<file path="config.mk">
export PLATFORM = sky130hd
export DESIGN_NAME = cache_refill
export DESIGN_NICKNAME = d
export VERILOG_FILES = /design/src/rtl/cache_refill.sv
export SDC_FILE = /design/constraint.sdc
export NUM_CORES = 1
export LEC_CHECK = 0
export BUFFER_PORTS_ARGS = -buffer_cell sky130_fd_sc_hd__buf_4
export CAP_MARGIN = 0
export CORE_MARGIN = 8
export CORE_UTILIZATION = 45
export DETAILED_ROUTE_END_ITERATION = 12
export PLACE_DENSITY_LB_ADDON = 0.12
export REMOVE_ABC_BUFFERS = 1
export SYNTH_ARGS = -nofsm -noshare
export SYNTH_HDL_FRONTEND = slang
export SYNTH_SLANG_ARGS = --single-unit
</file>
<file path="constraint.sdc">
create_clock -name fpgaClk -period 1.8 [get_ports fpgaClk]
set_input_delay 0 -clock fpgaClk [delete_from_list [all_inputs] [get_ports fpgaClk]]
set_output_delay 0 -clock fpgaClk [all_outputs]
set_load 0.02 [all_outputs]
</file>
<file path="src/rtl/cache_refill.sv">
// rtl/cache_refill.sv - refills one 1 KiB page into a 4-slot SRAM cache: invalidate tag, copy 1024 bytes, revalidate tag
// Optional macro CACHE_REFILL_CRITICAL_FIRST_EN: start the copy at the missed byte instead of offset 0
module cache_refill (
  input  logic        fpgaClk,
  input  logic        fpgaReset_n,
  input  logic        missReq,
  input  logic [13:0] missPage,
  input  logic [1:0]  missSlot,
  input  logic [9:0]  missOffset,
  output logic        missAck,
  output logic        busy,
  output logic        done,
  output logic        critReady,
  output logic [23:0] mem_addr,
  output logic        mem_rd,
  input  logic        mem_valid,
  input  logic [7:0]  mem_data,
  output logic [11:0] sram_addr,
  output logic        sram_we,
  output logic [7:0]  sram_wdata,
  output logic        tag_we,
  output logic [1:0]  tag_slot,
  output logic [13:0] tag_page,
  output logic        tag_valid
);

  typedef enum logic [2:0] {IDLE, INVAL, READ, WRITE, TAG, DONE} state_t;

  state_t      state;
  logic [13:0] page_q;
  logic [1:0]  slot_q;
  logic [9:0]  miss_off_q;
  logic [9:0]  offset;
  logic [10:0] count;
  logic [9:0]  start_off;
  logic        crit_hit;

`ifdef CACHE_REFILL_CRITICAL_FIRST_EN
  assign start_off = missOffset;
`else
  assign start_off = 10'd0;
`endif

  // The offset visits every value exactly once, so this matches once per refill
  // (on the first byte when the copy starts at the missed offset).
  assign crit_hit  = (offset == miss_off_q);

  assign missAck   = (state == IDLE) && missReq;
  assign mem_addr  = {page_q, offset};
  assign sram_addr = {slot_q, offset};
  assign tag_slot  = slot_q;
  assign tag_page  = page_q;

  always_ff @(posedge fpgaClk or negedge fpgaReset_n) begin
    if (!fpgaReset_n) begin
      state      <= IDLE;
      page_q     <= '0;
      slot_q     <= '0;
      miss_off_q <= '0;
      offset     <= '0;
      count      <= '0;
      busy       <= 1'b0;
      done       <= 1'b0;
      critReady  <= 1'b0;
      mem_rd     <= 1'b0;
      sram_we    <= 1'b0;
      sram_wdata <= '0;
      tag_we     <= 1'b0;
      tag_valid  <= 1'b0;
    end else begin
      case (state)
        IDLE: begin
          if (missReq) begin
            page_q     <= missPage;
            slot_q     <= missSlot;
            miss_off_q <= missOffset;
            offset     <= start_off;
            count      <= '0;
            busy       <= 1'b1;
            tag_we     <= 1'b1;
            tag_valid  <= 1'b0;
            state      <= INVAL;
          end
        end
        INVAL: begin
          tag_we <= 1'b0;
          mem_rd <= 1'b1;
          state  <= READ;
        end
        READ: begin
          if (mem_valid) begin
            mem_rd     <= 1'b0;
            sram_we    <= 1'b1;
            sram_wdata <= mem_data;
            critReady  <= crit_hit;
            state      <= WRITE;
          end
        end
        WRITE: begin
          sram_we   <= 1'b0;
          critReady <= 1'b0;
          offset    <= offset + 10'd1;
          count     <= count + 11'd1;
          // The byte count, not the wrapping offset, ends the transfer.
          if (count == 11'd1023) begin
            tag_we    <= 1'b1;
            tag_valid <= 1'b1;
            state     <= TAG;
          end else begin
            mem_rd <= 1'b1;
            state  <= READ;
          end
        end
        TAG: begin
          tag_we <= 1'b0;
          done   <= 1'b1;
          state  <= DONE;
        end
        DONE: begin
          done  <= 1'b0;
          busy  <= 1'b0;
          state <= IDLE;
        end
        default: state <= IDLE;
      endcase
    end
  end

endmodule

</file>
==> results of run 1 <==
## layout make-up
cell class | instances | share of cell area (%)
Timing Repair Buffer | 153 | 28.86
Clock inverter | 5 | 1.768
Clock buffer | 11 | 3.450
Tap cell | 80 | 2.281
Multi-Input combinational cell | 214 | 26.15
Sequential cell | 65 | 37.07
Inverter | 5 | 0.4277
## worst max-delay path, stage by stage, from the launching register on
cell	delay (ns)
dfrtp_1	0.44
nor2_2	0.20
nand3_1	0.16
inv_1	0.13
buf_4	0.21
buf_4	0.17
## logic make-up after synthesis
logic type      synth area share [%]
xor+xnor                       3.124
simple gates                   21.74
fa+ha+maj                     0.8112
buf+inv                        10.14
mux                            4.219
compound gates                 7.221
flops                          52.74
## through the flow
stage | setup TNS, ns | setup slack [ns]
3_3_place_gp | 0 | 0.3211
4_1_cts | 0 | 0.07715
2_1_floorplan | -27.25 | -0.9777
6_report | 0 | 0.1538
3_5_place_dp | 0 | 0.2768
5_1_grt | 0 | 0.05296
## power by group
group | total (mW) | switching [mW] | internal, mW
combinational | 1.38 | 0.728 | 0.652
clock | 1.42 | 0.564 | 0.851
sequential | 2.04 | 0.316 | 1.72
## worst paths after layout
check | slack, ns | depth (start not counted) | from | endpoint
setup / recovery | 0.15 | 5 | state[1] | missAck
min in group fpgaClk | 0.40 | 4 | missPage[10] | tag_page[10]
setup reg to reg | 0.26 | 6 | state[2] | offset[3]
hold reg to reg | 0.49 | 1 | count[9] | count[9]
max in group asynchronous | 1.12 | 3 | fpgaReset_n | miss_off_q[5]
hold / removal | 0.15 | 2 | fpgaReset_n | count[7]
## cell usage after synthesis, drive strengths merged
cell | instances | share of area, %
o41ai | 1 | 0.28
o311ai | 1 | 0.28
buf | 40 | 9.4
a211oi | 1 | 0.24
xnor2 | 6 | 1.7
a41oi | 1 | 0.28
inv | 5 | 0.61
nor3 | 3 | 0.49
and3 | 5 | 1.1
dfrtp | 65 | 53
and4 | 1 | 0.28
nand2 | 102 | 12
nor4 | 2 | 0.41
o21ai | 22 | 3.6
nand4 | 9 | 1.8
and3b | 2 | 0.57
clkbuf | 1 | 0.12
nor2 | 8 | 1.1
nand2b | 1 | 0.20
nand3b | 1 | 0.24
nor3b | 1 | 0.41
a21oi | 6 | 0.97
or3 | 1 | 0.20
mux2 | 8 | 2.9
o31ai | 1 | 0.24
or4 | 1 | 0.24
o211ai | 2 | 0.49
xor2 | 5 | 1.4
a21o | 1 | 0.24
a31oi | 3 | 0.61
nand3 | 13 | 2.3
ha | 2 | 0.81
mux2i | 4 | 1.3
## placed cells by master (no fill, tap or decap), types with 2 or more instances in the layout
cell type,instances
nor4_1,2
dlygate4sd3_1,37
nor2_2,2
ha_1,2
xnor2_1,6
a21oi_1,6
bufinv_16,2
inv_1,5
clkbuf_8,11
buf_4,114
nor2_1,6
o211ai_1,2
nand3_1,12
nand4_1,9
a31oi_1,3
dfrtp_1,65
clkinv_2,2
xor2_1,5
and3_1,4
buf_12,2
mux2i_1,4
and3b_1,2
nand2_1,101
o21ai_0,21
mux2_2,8
nor3_1,3
## layer usage
metal,routed length (µm),vias up,global-route usage [%]
met2,4053,84,28.74
met4,117,0,6.494
met5,0,-,0
met3,516,10,5.356
li1,-,1308,-
met1,3438,1266,21.40
## flip-flops by register name, indices dropped and copies added, names as in the netlist
signal	flops
tag_page	14
count	11
miss_off_q	10
offset	10
sram_wdata	8
state	3
tag_slot	2
busy	1
critReady	1
done	1
mem_rd	1
sram_we	1
tag_valid	1
tag_we	1
## timing repair
action | in CTS | in global routing
hold buffers | 37 | 0
resized for setup | 0 | 1
setup endpoints to repair | 0 | 1
hold endpoints to repair | 101 | 0
==> flow_metrics.tcl, run 1 <==
set metrics [dict create \
    grt_max_degree 37 \
    num_rows 30 \
    place_congestion 0.8339 \
    layoutNonFillerInstCount 533 \
    cts_tree "built" \
    drive_gt1_share_pct 32.23 \
    ys_warn_count 0 \
    multi_input_area_um2 1147 \
    end_kind "primary output" \
    nFillCells 536 \
    peakVddDrop_v 0.0005908 \
    grt_pass1_wl_mm 14.09 \
    fin_hold_ws_ns 0.1503 \
    dp_cells 480 \
    cts_buffers 9 \
    synth_area_per_cell_um2 9.490 \
    dieArea_um2 9758 \
    cts.clk_slew.worst_paths_ns 0.07 \
    relSlewSlack_pct 73.14 \
    drc 0 \
    coreArea_um2 6719 \
    cts_root_buf "clkbuf_8" \
    min_path_type "in -> async" \
    fin_area_um2 4388 \
    synthCells 325 \
    leakage_nw 2.256 \
    clock_sinks 65 \
    num_antenna_cells 0 \
    wirelength_mm 8.126 \
    setup_viol 0 \
    tightest_slew_ns 0.4030 \
    ys_types 40 \
    grt_pass1_vias 2919 \
    dp_hpwl_mm 5.364 \
    grt-ovfl-total 0 \
    fin_crit_ns 1.646 \
    post_cts_buffers 0 \
    p_per_area_nw_per_um2 1102 \
    regArea_um2 1627 \
    timing.fmax_ghz 0.6075 \
    via_count 2668 \
    die_x_um 98.79 \
    clock_latency_ns 0.33 \
    crit_type "reg -> out" \
    htree_num_levels 3 \
    min_period_over_period_pct 91.46 \
    maxCapViolCount 0 \
    cp-start-kind "flip-flop" \
    required_ns 1.80 \
    placed_cell_area_um2 3786 \
    wl_per_cell_um 15.25 \
    port_buffers 105 \
    start_util_pct 45.90 \
    first_iter_violations 122 \
    synth_area_um2 3084 \
    gr-usage-all-layers_pct 17.64 \
    dr.pass1.iters 4 \
    drtAntennaViolNets 0 \
    yosysSeqAreaShare_pct 52.74 \
    status "finished clean" \
    total_power_mw 4.835 \
    die_h_um 98.79 \
    finalClockSkew_ns 0.01112 \
    nets 488 \
    finalHoldViolations 0 \
    ys_ff_latch 65 \
    clockBufferDepth 2 \
    worst-path-max-fanout 13 \
    antenna_found_initial 0 \
    area_growth_pct 42.27 \
    pin_count 106 \
    crit_arrival_ns 1.65 \
    fin_util_pct 65.31 \
    viasPerCell 5.006 \
    drv_slew 0 \
    rsz0062_at_grt "no" \
]
Note: power is estimated with default switching activity, not from simulation.
==> inputs of run 2 (changes only) <==
--- a/config.mk
+++ b/config.mk
@@ -5,11 +5,10 @@
 export SDC_FILE = /design/constraint.sdc
 export NUM_CORES = 1
 export LEC_CHECK = 0
-export BUFFER_PORTS_ARGS = -buffer_cell sky130_fd_sc_hd__buf_4
-export CAP_MARGIN = 0
 export CORE_MARGIN = 8
 export CORE_UTILIZATION = 45
 export DETAILED_ROUTE_END_ITERATION = 12
+export DONT_BUFFER_PORTS = 1
 export PLACE_DENSITY_LB_ADDON = 0.12
 export REMOVE_ABC_BUFFERS = 1
 export SYNTH_ARGS = -nofsm -noshare
==> constraint.sdc (replaced) <==
create_clock -name fpgaClk -period 2.1 [get_ports fpgaClk]
set_input_delay 0 -clock fpgaClk [delete_from_list [all_inputs] [get_ports fpgaClk]]
set_output_delay 0 -clock fpgaClk [all_outputs]
set_load 0.02 [all_outputs]
==> flow_metrics.tcl, run 2 (synthesized netlist as in run 1, its figures left out) <==
set metrics [dict create \
    status "finished clean" \
    dp_hpwl_mm 4.372 \
    largest_reg_flops 14 \
    cts_root_buf "clkbuf_8" \
    setup_viol 0 \
    grt_pass1_wl_mm 11.63 \
    start_util_pct 45.90 \
    hold_path_end "count[0]" \
    viasPerCell 5.200 \
    dr.pass1.iters 4 \
    crit_chain "nor2_1 > nand3_1 > inv_1 > buf_4 > buf_4" \
    pin_count 106 \
    gr-usage-all-layers_pct 14.90 \
    dieArea_um2 9758 \
    wl_per_cell_um 15.90 \
    final_cell_mix "nand2_1, dfrtp_1, dlygate4sd3_1" \
    drtAntennaViolNets 0 \
    leakage_nw 1.756 \
    grt_max_degree 66 \
    cp-start-kind "flip-flop" \
    cts_buffers 9 \
    drc 0 \
    fin_hold_ws_ns 0.1271 \
    holdPathStages 5 \
    min_period_over_period_pct 88.62 \
    layoutNonFillerInstCount 434 \
    maxCapViolCount 0 \
    layout_commonest_cell "nand2_1" \
    clock_latency_ns 0.34 \
    hold_path.startpoint "missReq" \
    die_x_um 98.79 \
    via_count 2257 \
    finalHoldViolations 0 \
    grt_pass1_vias 2338 \
    place_congestion 0.7555 \
    port_buffers 0 \
    setup-tns-final_ns 0 \
    grt-ovfl-total 0 \
    fin_crit_ns 1.861 \
    coreArea_um2 6719 \
    drive_gt1_share_pct 12.71 \
    reg2reg_slack_ns 0.42 \
    ff2ff_path_depth 4 \
    end_kind "primary output" \
    min_path_type "in -> reg" \
    timing.fmax_ghz 0.5373 \
    num_antenna_cells 0 \
    crit_path_top_delay_cell "dfrtp_1" \
    crit_type "reg -> out" \
    cts_tree "built" \
    cp_common_cell "buf_4" \
    slowest_delay_ns 0.48 \
    clockBufferDepth 2 \
    r2r_end "offset[7]" \
    finalClockSkew_ns 0.008490 \
    dp_cells 379 \
    tightest_slew_ns 0.5415 \
    relSlewSlack_pct 63.90 \
    first_iter_violations 54 \
    worst-path-max-fanout 28 \
    crit-reg2reg-launch "state[1]" \
    rsz0062_at_grt "no" \
    drv_slew 0 \
    die_h_um 98.79 \
    p_per_area_nw_per_um2 1017 \
    crit_arrival_ns 1.86 \
    required_ns 2.10 \
    total_power_mw 3.689 \
    wirelength_mm 6.900 \
    num_rows 30 \
    clock_sinks 65 \
    antenna_found_initial 0 \
    area_growth_pct 17.57 \
    htree_num_levels 3 \
    nets 389 \
    cts.clk_slew.worst_paths_ns 0.07 \
    peakVddDrop_v 0.0004567 \
]
-- run 2: changes by cell type in the layout (fill, tap and decap cells not counted) --
cell,change
buf_12,-2
buf_16,+1
buf_4,-99
bufinv_16,-1
clkbuf_8,+1
clkinv_2,-1
clkinvlp_4,+1
dlygate4sd3_1,+1
nor2_1,+1
nor2_2,-1
-- run 2: worst max path at each step --
stage / startpoint / end / slack (ns) / cells after the start
final: state[1] / missAck / 0.24 / 5
after global placement: state[1] / offset[7] / 0.45 / 4
after floorplan: state[1] / offset[2] / -0.68 / 6
after detailed placement: state[0] / offset[7] / 0.43 / 4
after global routing: state[1] / missAck / 0.07 / 5
after CTS: state[1] / missAck / 0.21 / 5
-- run 2: power by group --
| part | leakage, nW | internal, mW | switching, mW | total, mW |
|---|---|---|---|---|
| Combinational | 0.841 | 0.287 | 0.374 | 0.661 |
| Sequential | 0.810 | 1.47 | 0.431 | 1.91 |
| Clock | 0.105 | 0.643 | 0.480 | 1.12 |
-- run 2: critical path, delay by kind of cell, from the launching register on --
family                 cells  cell delay, ns
DFF                        1            0.48
and+or+nand+nor            2            0.41
buffers and inverters      3            0.62
-- run 2: cell type report --
type                       count  area [µm²]
fill                         604        3093
sequential                    65        1627
tap                           80       100.1
clock buffer                  12       165.2
clock inverter                 4       50.05
inverter                       5       18.77
timing repair buffer          54       520.5
multi-input combinational    214        1145
-- run 2: timing repair --
action / in CTS / in global routing
hold buffers: 39 / 0
endpoints found under the hold margin: 104 / 0
resized for setup: 0 / 0
setup buffers: 0 / 0
-- run 2: stage by stage --
stage	setup slack, ns	area, µm²	utilization (%)
finish	0.2390	3626	53.97
global route	0.06835	3626	53.97
CTS	0.2082	3626	53.97
detailed placement	0.4260	3003	44.69
global placement	0.4457	3003	44.69
floorplan	-0.6777	2790	-
-- run 2: routing by layer --
layer / vias up / routed length (µm) / global-route usage (%)
met1: 1064 / 3242 / 18.89
met5: - / 0 / 0
li1: 1111 / - / -
met3: 10 / 425 / 4.581
met2: 72 / 3139 / 22.71
met4: 0 / 92 / 6.730
